===== config.mk =====
export PLATFORM = sky130hd
export DESIGN_NAME = lsq_monitor
export DESIGN_NICKNAME = d
export VERILOG_FILES = /design/src/rtl/lsq_monitor_pkg.sv /design/src/rtl/lsq_channel.sv /design/src/rtl/lsq_monitor.sv
export SDC_FILE = /design/constraint.sdc
export NUM_CORES = 1
export LEC_CHECK = 0
export CAP_MARGIN = 40
export CELL_PAD_IN_SITES_DETAIL_PLACEMENT = 1
export CELL_PAD_IN_SITES_GLOBAL_PLACEMENT = 1
export CORE_MARGIN = 1
export CORE_UTILIZATION = 35
export CTS_BUF_LIST = sky130_fd_sc_hd__clkbuf_16
export DETAILED_ROUTE_END_ITERATION = 8
export HOLD_SLACK_MARGIN = 0.12
export PLACE_DENSITY = 0.81
export REMOVE_ABC_BUFFERS = 1
export SETUP_SLACK_MARGIN = 0.02
export SYNTH_ARGS = -nofsm -noshare
export SYNTH_HDL_FRONTEND = slang
export SYNTH_SLANG_ARGS = --single-unit

===== constraint.sdc =====
create_clock -name clk -period 3.2 [get_ports clk]
set_clock_uncertainty 0.15 [all_clocks]
set_input_delay 0.32 -clock clk [delete_from_list [all_inputs] [get_ports clk]]
set_output_delay 0.32 -clock clk [all_outputs]
set_load 0.005 [all_outputs]

===== src/rtl/lsq_monitor_pkg.sv =====
// Shared state encoding and default sizing for the lsq_monitor channels.
// Purely declarative: no logic, no latency, no backpressure.
package lsq_monitor_pkg;

    typedef enum logic [1:0] {
        IDLE   = 2'd0,
        ARMING = 2'd1,
        ALARM  = 2'd2
    } lsq_state_t;

    localparam int HOLD_DEFAULT    = 3;
    localparam int COUNT_W_DEFAULT = 8;

    // Width of a counter that must reach HOLD inclusive.
    function automatic int hold_cnt_width(input int hold);
        return $clog2(hold + 1);
    endfunction

endpackage


===== src/rtl/lsq_channel.sv =====
// One channel: registered NAND output, HOLD-edge persistence FSM; m and alarm valid 1 cycle after the sampling edge.
// No backpressure: inputs are sampled every edge; enter flags the edge that moves this channel into ALARM.
module lsq_channel
    import lsq_monitor_pkg::*;
#(
    parameter int HOLD = HOLD_DEFAULT
) (
    input  logic clk,
    input  logic reset,
    input  logic l,
    input  logic s,
    input  logic q,
    input  logic ack,
    output logic m,
    output logic alarm,
    output logic enter
);

    localparam int              CW   = hold_cnt_width(HOLD);
    localparam logic [CW-1:0]   LAST = CW'(HOLD - 1);

    lsq_state_t    state;
    logic [CW-1:0] cnt;
    logic          cond;

    assign cond  = l & s & q;
    assign alarm = (state == ALARM);

    // Combinational entry strobe so the top-level count moves on the same edge alarm rises.
    assign enter = cond && (state != ALARM) &&
                   ((HOLD == 1) || ((state == ARMING) && (cnt == LAST)));

    always_ff @(posedge clk) begin
        if (reset) begin
            state <= IDLE;
            cnt   <= '0;
            m     <= 1'b1;
        end else begin
            m <= ~cond;
            case (state)
                IDLE: begin
                    if (cond) begin
                        if (HOLD == 1) begin
                            state <= ALARM;
                            cnt   <= '0;
                        end else begin
                            state <= ARMING;
                            cnt   <= CW'(1);
                        end
                    end
                end
                ARMING: begin
                    if (!cond) begin
                        state <= IDLE;
                        cnt   <= '0;
                    end else if (cnt == LAST) begin
                        state <= ALARM;
                        cnt   <= '0;
                    end else begin
                        cnt <= cnt + CW'(1);
                    end
                end
                ALARM: begin
`ifdef LSQ_MONITOR_STICKY_EN
                    if (ack) begin
                        state <= IDLE;
                        cnt   <= '0;
                    end
`else
                    if (!cond) begin
                        state <= IDLE;
                        cnt   <= '0;
                    end
`endif
                end
                default: begin
                    state <= IDLE;
                    cnt   <= '0;
                end
            endcase
        end
    end

`ifndef LSQ_MONITOR_STICKY_EN
    // Level-following alarms never look at the acknowledge.
    logic unused_ack;
    assign unused_ack = ack;
`endif

endmodule


===== src/rtl/lsq_monitor.sv =====
// CHANNELS-wide l&s&q persistence monitor with saturating alarm-entry count; outputs 1 cycle after sampling edge.
// No backpressure; LSQ_MONITOR_STICKY_EN makes alarms hold until ack, otherwise they follow the condition.
module lsq_monitor
    import lsq_monitor_pkg::*;
#(
    parameter int CHANNELS = 4,
    parameter int HOLD     = HOLD_DEFAULT,
    parameter int COUNT_W  = COUNT_W_DEFAULT
) (
    input  logic                clk,
    input  logic                reset,
    input  logic [CHANNELS-1:0] l,
    input  logic [CHANNELS-1:0] s,
    input  logic [CHANNELS-1:0] q,
    input  logic [CHANNELS-1:0] ack,
    output logic [CHANNELS-1:0] m,
    output logic [CHANNELS-1:0] alarm,
    output logic                any_alarm,
    output logic [COUNT_W-1:0]  alarm_count
);

    localparam int PW = $clog2(CHANNELS + 1);
    localparam int SW = ((COUNT_W > PW) ? COUNT_W : PW) + 1;
    localparam logic [SW-1:0] MAX = SW'({COUNT_W{1'b1}});

    logic [CHANNELS-1:0] enter;
    logic [PW-1:0]       n_enter;
    logic [SW-1:0]       sum;

    for (genvar i = 0; i < CHANNELS; i++) begin : g_ch
        lsq_channel #(
            .HOLD (HOLD)
        ) u_ch (
            .clk   (clk),
            .reset (reset),
            .l     (l[i]),
            .s     (s[i]),
            .q     (q[i]),
            .ack   (ack[i]),
            .m     (m[i]),
            .alarm (alarm[i]),
            .enter (enter[i])
        );
    end

    always_comb begin
        n_enter = '0;
        for (int i = 0; i < CHANNELS; i++) begin
            n_enter = n_enter + PW'(enter[i]);
        end
    end

    // Extra headroom bit lets the clamp see an overflow instead of a wrap.
    assign sum = SW'(alarm_count) + SW'(n_enter);

    always_ff @(posedge clk) begin
        if (reset) begin
            alarm_count <= '0;
        end else if (sum > MAX) begin
            alarm_count <= '1;
        end else begin
            alarm_count <= sum[COUNT_W-1:0];
        end
    end

    assign any_alarm = |alarm;

endmodule

==> metrics.txt <==
outcome=finished, final reports clean; WHS=0.372 ns; worst vdd ir=0.186 mV; Synth Register Bits=28; Total Neg Setup Slack=0 ns; PD cells=392 nW/µm²; std cell rows=22; CP max stage delay=0.50 ns; die width=64.4 µm; Final Hold Vio Count=0; Layout area overhead=28.9%; ANT cells=0; hold path start=g_ch[1].u_ch.state[1]$_SDFFE_PP0P_; Syn. warnings=0; critical-path cell list=clkdlybuf4s50_1 > and3_1 > nand4_1 > fa_1 > fa_1 > inv_1 > fa_1 > nand3_1 > a41o_1 > nor2_1; PostCTS Resize Cnt=0; Syn Area/Cell=8.73 µm²; Vias=1211; headroom to the max-slew limit=71.3%; hold buffers post-CTS=0; RSZ-0062 raised after global routing=false; Setup Buffers After CTS=0; Hold Crit Class=reg2reg; FILL cells=454; Nets=205; FF-to-FF path depth=9; Pins Over Slew Limit=0; maxcap violations=0; first-iteration detailed-routing DRC count=47; hold depth=1; pin count of the biggest net entering global routing=23; Worst Path Max Fanout=9; most frequent cells in the layout=30 x clkdlybuf4s50_1, 28 x dfxtp_1, 16 x nor2_1; PortBufs=30; worst slew pin tran=0.429 ns; die extent in y=64.4 µm; GR Overflow Total=0; Most Frequent Cell on Critical Path=fa_1; Routed WL=3290 µm; CP required=3.25 ns; latest clock arrival within the worst-skew pair=0.25 ns; DR WL met2=1720 µm; clock sink count=28; synthesized area=1360 µm²; post-DP HPWL=2490 µm; number of global-route vias before repair=1305; Post-Synthesis Cells=156; Pre-antenna DRT Iters=4; GP Congestion=0.728; static leakage=0.661 nW; Reg-to-Reg End=alarm_count[5]$_SDFF_PP0_; commonest non-fill, non-tap cell in the layout=clkdlybuf4s50_1; CP max stage cell=clkdlybuf4s50_1; die area=4150 µm²; met1 wire length=1440 µm; Setup Crit Path Kind=in2reg; DR WL/cell=14.3 µm; global-route wire length before repair=5520 µm; Worst-path clk slew=0.06 ns; aggregate global-route resource usage=16.8%; Yosys cell types=43; share of cells above drive strength 1=6.59%; Top Ports=35; top layer in use=met4; Starting Density=36.9%; max frequency=338 MHz; startpoint types=input port; CTS tree=yes; initial antenna violation count=0; TritonCTS Buffers=3; final setup violating endpoints=0; WL met3=97 µm; Seq/Total Area, Yosys=41.1%; Via density=5.27; Final ANT Viol Nets=0; Root Buffer Master=clkbuf_16; Worst EP arrival=3.00 ns; DRC=0; Worst Setup End Kind=flip-flop; Max H-tree Level=1; Hold EP=g_ch[1].u_ch.state[0]$_SDFFE_PP0P_; RR Startpoint=g_ch[2].u_ch.state[1]$_SDFFE_PP0P_; Final Cycle Share=92.5%; Reg2Reg Setup Slack=0.40 ns; CTS max path bufs=2; core area=3690 µm²; Setup crit start=q[2]; post-route minimum period=2.96 ns
[state kept, by name, indices dropped and copies added (netlist names)]
| name | cells |
|---|---|
| alarm_count | 8 |
| g_ch.u_ch.cnt | 8 |
| g_ch.u_ch.m | 4 |
| g_ch.u_ch.state | 8 |
[critical path: cells and delay by family]
| family | cells | cell delay [ns] |
|---|---|---|
| fa+ha+maj | 3 | 1.30 |
| buf+inv | 2 | 0.59 |
| simple gates | 4 | 0.53 |
| compound gates | 1 | 0.26 |
[how the worst max path moves through the flow]
stage                                            to  cells past startpoint
after detailed placement  alarm_count[5]$_SDFF_PP0_                     10
after floorplan           alarm_count[5]$_SDFF_PP0_                      9
final                     alarm_count[5]$_SDFF_PP0_                     10
after CTS                 alarm_count[7]$_SDFF_PP0_                     10
after global routing      alarm_count[7]$_SDFF_PP0_                     10
after global placement    alarm_count[5]$_SDFF_PP0_                     11
[final cells by class]
type	count	area [µm²]	area share, %
Timing Repair Buffer	34	330	18.8
Clock inverter	1	3.75	0.214
Inverter	11	41.3	2.35
Sequential cell	28	561	31.9
Multi-Input combinational cell	105	686	39.0
Tap cell	48	60.1	3.42
Clock buffer	3	75.1	4.27
[layer usage]
layer	track usage (%)	vias to the layer above
met5	0	-
met3	1.96	4
met2	31.7	28
met1	19.2	580
li1	-	599
met4	5.83	0
[cell families (layout without fill, tap and decap cells)]
| family | count (synthesis) | count (layout) | share of synthesized area [%] |
|---|---|---|---|
| fa+ha+maj | 6 | 6 | 6.80 |
| xor+xnor | 2 | 2 | 1.29 |
| flops | 28 | 28 | 41.1 |
| buf+inv | 23 | 49 | 8.54 |
| compound gates | 28 | 28 | 13.0 |
| simple gates | 69 | 69 | 29.2 |
[synth_stat cells]
cell type / n / area [µm²]
ha_1: 1 / 12.5
nand3b_1: 1 / 7.51
nand2_1: 8 / 30.0
xnor2_1: 1 / 8.76
a311oi_1: 1 / 8.76
nor4_1: 3 / 18.8
nand3_1: 5 / 25.0
a41o_1: 1 / 10.0
clkbuf_1: 4 / 15.0
nor2_1: 16 / 60.1
and2_4: 1 / 8.76
o21ai_1: 2 / 10.0
nand4bb_1: 1 / 11.3
or2_0: 1 / 6.26
o21bai_1: 1 / 7.51
inv_2: 1 / 3.75
or4_1: 3 / 22.5
o21ba_1: 1 / 10.0
nand4b_1: 2 / 17.5
or2_4: 1 / 8.76
nand2b_1: 1 / 6.26
and3_1: 4 / 25.0
or2_1: 3 / 18.8
maj3_1: 2 / 20.0
a211oi_1: 1 / 7.51
o311ai_1: 1 / 8.76
a2111o_1: 1 / 11.3
fa_1: 3 / 60.1
a31oi_1: 7 / 43.8
o21ai_0: 1 / 5.00
dfxtp_1: 28 / 561
nand3_2: 2 / 20.0
nand4_1: 4 / 25.0
nor3_1: 4 / 20.0
and4b_1: 1 / 10.0
buf_4: 8 / 60.1
xor2_1: 1 / 8.76
a21oi_1: 11 / 55.1
inv_1: 10 / 37.5
and4_1: 1 / 8.76
nor3b_1: 1 / 7.51
nor4b_1: 1 / 8.76
nor2b_1: 5 / 31.3
[where the power goes]
group | internal (W) | switching (W) | leakage [nW]
clock network | 0.000167 | 0.000108 | 0.0385
logic | 0.0000301 | 0.0000217 | 0.396
registers | 0.000355 | 0.00000604 | 0.227
total | 0.000552 | 0.000136 | 0.661
[stage by stage]
step           area, µm²  cells  worst slack, ns  utilization (%)  total power (W)
2_1_floorplan       1290    144            0.677                -         0.000388
3_3_place_gp        1680    226            0.118             45.5         0.000417
3_5_place_dp        1680    226          -0.0153             45.5         0.000421
4_1_cts             1760    230            0.239             47.6         0.000700
5_1_grt             1760    230           0.0996             47.6         0.000717
6_report            1760    230            0.241             47.6         0.000688
Note: power is estimated with default switching activity, not from simulation.
